===== src/rtl/eight_bit_half_adder.sv =====
// Unsigned 8-bit ripple-carry adder, no carry-in, for the systolic-array PEs.
// Combinational sum/carry plus an optional one-cycle registered copy with valid flag.
module eight_bit_half_adder (
    input  logic       clk,
    input  logic       rst_n,
    input  logic [7:0] a,
    input  logic [7:0] b,
    input  logic       in_vld,
    output logic [7:0] out,
    output logic       cout,
    output logic [7:0] sum_q,
    output logic       cout_q,
    output logic       vld_q
);

    logic [7:0] w_sum;
    logic [7:0] w_carry;

    // Bit 0 has no carry-in, so it is a plain half adder.
    assign w_sum[0]   = a[0] ^ b[0];
    assign w_carry[0] = a[0] & b[0];

    genvar gi;
    generate
        for (gi = 1; gi < 8; gi++) begin : g_full_adder
            logic w_prop;
            assign w_prop        = a[gi] ^ b[gi];
            assign w_sum[gi]     = w_prop ^ w_carry[gi-1];
            assign w_carry[gi]   = (a[gi] & b[gi]) | (w_carry[gi-1] & w_prop);
        end
    endgenerate

    assign out  = w_sum;
    assign cout = w_carry[7];

    logic [7:0] r_sum_q;
    logic       r_cout_q;
    logic       r_vld_q;

    // Reset wins over in_vld; without in_vld the data holds but valid drops.
    always_ff @(posedge clk) begin
        if (!rst_n) begin
            r_sum_q  <= 8'd0;
            r_cout_q <= 1'b0;
            r_vld_q  <= 1'b0;
        end else if (in_vld) begin
            r_sum_q  <= w_sum;
            r_cout_q <= w_carry[7];
            r_vld_q  <= 1'b1;
        end else begin
            r_vld_q  <= 1'b0;
        end
    end

    assign sum_q  = r_sum_q;
    assign cout_q = r_cout_q;
    assign vld_q  = r_vld_q;

endmodule


===== config.mk =====
export PLATFORM = sky130hd
export DESIGN_NAME = eight_bit_half_adder
export DESIGN_NICKNAME = d
export VERILOG_FILES = /design/src/rtl/eight_bit_half_adder.sv
export SDC_FILE = /design/constraint.sdc
export NUM_CORES = 1
export LEC_CHECK = 0
export ABC_AREA = 1
export CAP_MARGIN = 20
export CORE_AREA = 2 2 39 41
export DETAILED_ROUTE_END_ITERATION = 7
export DIE_AREA = 0 0 41 43
export DONT_BUFFER_PORTS = 1
export PLACE_DENSITY_LB_ADDON = 0.3
export SLEW_MARGIN = 40
export SYNTH_ARGS = -nofsm -noshare
export SYNTH_HDL_FRONTEND = slang
export SYNTH_SLANG_ARGS = --single-unit
export TNS_END_PERCENT = 5

===== constraint.sdc =====
create_clock -name clk -period 10.77 [get_ports clk]
set_input_delay 1.077 -clock clk [delete_from_list [all_inputs] [get_ports clk]]
set_output_delay 1.077 -clock clk [all_outputs]
set_load 0.1 [all_outputs]

==> results.yml <==
outcome:
  status: "finished, final reports clean"
clock_network:
  clock-sinks: 10
  post_cts_buffers: 0
  ctsHoldBuffers: 0
  clk_pin_slew_ns: 0.06
  cts_buffer_depth: 2
  htreeDepth: 1
  ctsResizeCount: 0
  cts_tree: "yes"
  numCtsBuffers: 3
  cts_root_buffer: "clkbuf_4"
  clock_latency_ns: 0.25
setup_path:
  cp_slowest_cell: "inv_1"
  path_cells: "ha_1 > fa_2 > inv_1 > fa_1 > inv_1 > fa_2 > fa_2 > fa_2 > fa_2 > inv_1 > fa_1 > inv_1"
  critical_path.max_fanout: 2
  r2r-start: "cout_q"
  max_stage_delay_ns: 0.62
  worstPathRequired_ns: 9.69
  critical_path_class: "input pin to primary output"
  critPathArrivalTime_ns: 4.34
  reg2reg_depth: 2
  worstSetupEndpointType: "primary output"
  rrSetupSlack_ns: 9.82
  path_buf_inv: 4
  startpoint_type: "input pin"
  critPathCapture: "out[7]"
  r2r_end: "cout_q"
  crit_cells: 12
  startpoint: "a[0]"
  crit_family: "adder cells"
  path_common_cell: "fa_2"
routing:
  postRouteAntennaNets: 0
  drc: 0
  routedWlPerCell_um: 10.4
  viasPerCell: 4.64
  routed_wl_um: 960
  initialDrtViolationCount: 4
  route.vias.total: 427
  drt-pass1-iter-count: 4
power:
  p_leak_uw: 0.000340
  powerDensity_mw_per_mm2: 258
  max-vdd-ir-drop_mv: 0.0941
timing:
  max_freq_mhz: 185
  final_hold_viol_count: 0
  rsz0062_at_grt: "false"
  worst_pin_slew_ns: 0.883
  fin_tns_setup_ns: 0
  slew_violations: 0
  layout_min_cycle_time_ns: 5.41
  fin_crit_sh: 0.503
  setup_viol: 0
  relSlewSlack: 0.411
  clock-skew-final_ns: 0
global_route:
  antenna_found_initial: 0
  grt_pass1_wl_um: 1520
  gr-total-overflow: 0
  grtUsageMet3: 0.0419
  grt_pass1_vias: 379
  use_met2: 0.209
  grt.total_usage: 0.125
  grt_max_degree: 20
  use_met1: 0.141
  gr-max-usage-layer: "met2"
cells_and_area:
  areaGrowthSynthToFinish_pct: 7.61
  fin_cells: 92
  final_nets: 104
  antenna_cells: 0
  drive_gt1_frac: 0.250
floorplanning:
  die_h_um: 43
  die_w_um: 41
  io_pins: 38
  dieArea_sq_mm: 0.00176
  fp-row-count: 14
  start_util: 0.428
  coreArea_sq_mm: 0.00138
synthesis:
  synth_area_sq_um: 592
  ys_seq_area_frac: 0.338
  synth-warning-count: 0
  syn_nets: 102
  synth-seq-cells: 10
  avgSynthCellArea_sq_um: 7.89
  synthDistinctLibCells: 9
  syn_inst: 75
placement:
  port_buffers: 0
  place_congestion: 0.668
  post-place-cells: 88
  dpl.hpwl_um: 833
hold_path:
  min_path_type: "flop to flop"
run:
  cap_viol_max_count: 0
==> worst min path at each step <==
stage / from / endpoint / slack [ns] / depth (start not counted)
after global placement: sum_q[1] / sum_q[1] / 0.93 / 2
final: sum_q[0] / sum_q[0] / 0.71 / 2
after detailed placement: sum_q[0] / sum_q[0] / 0.71 / 2
after global routing: sum_q[0] / sum_q[0] / 0.74 / 2
after floorplan: cout_q / cout_q / 0.91 / 2
after CTS: sum_q[0] / sum_q[0] / 0.72 / 2
==> registers in the layout, indices dropped and copies added (netlist names) <==
signal  cells
cout_q      1
sum_q       8
vld_q       1
==> cell families after synthesis <==
logic type,Yosys count,synth area share
and+or+nand+nor,37,0.235
buffers and inverters,20,0.169
DFF,10,0.338
adders and majority gates,8,0.258
==> area by class of cell <==
type | count | area (sq um)
clock buffers | 4 | 36.3
fillers | 153 | 747
inverters | 17 | 63.8
multi-input cells | 45 | 304
flip-flops and latches | 10 | 213
well taps | 16 | 20.0
==> power by group <==
part	internal, uW	leakage, uW	switching [uW]
clock	20.5	0.0000210	11.6
sequential	41.1	0.0000860	26.1
combinational	12.1	0.000233	53.2
==> stage by stage <==
step	util	cell area (sq um)	total power [uW]	hold slack (ns)	setup slack (ns)
floorplan	-	592	130	0.909	5.25
global placement	0.416	576	130	0.927	5.17
detailed placement	0.434	601	134	0.709	5.33
CTS	0.460	637	166	0.716	5.33
global route	0.460	637	172	0.739	5.23
finish	0.460	637	165	0.714	5.36
==> synth_stat cells (all sizes together) <==
cell	instances	share of area
nand2	19	0.12
nor2	18	0.11
inv	17	0.11
dfxtp	10	0.34
fa	7	0.24
buf	3	0.061
ha	1	0.021
==> worst min-delay path, cell delays in order, from the launching register on <==
cell and delay, ns:
dfxtp_2 0.49, nor2_1 0.15, nor2_1 0.05
==> cell usage in the layout (no fill, tap or decap) <==
master	instances
nor2_1	18
ha_1	1
dfxtp_2	10
inv_1	17
clkbuf_8	1
clkbuf_4	3
fa_1	2
nand2_1	19
fa_2	5
==> metal layers <==
layer	wire (um)	part of all wire
met5	0	0
met4	0	0
met3	106	0.11
met2	518	0.54
met1	335	0.35
(Power assumes the default switching activity.)
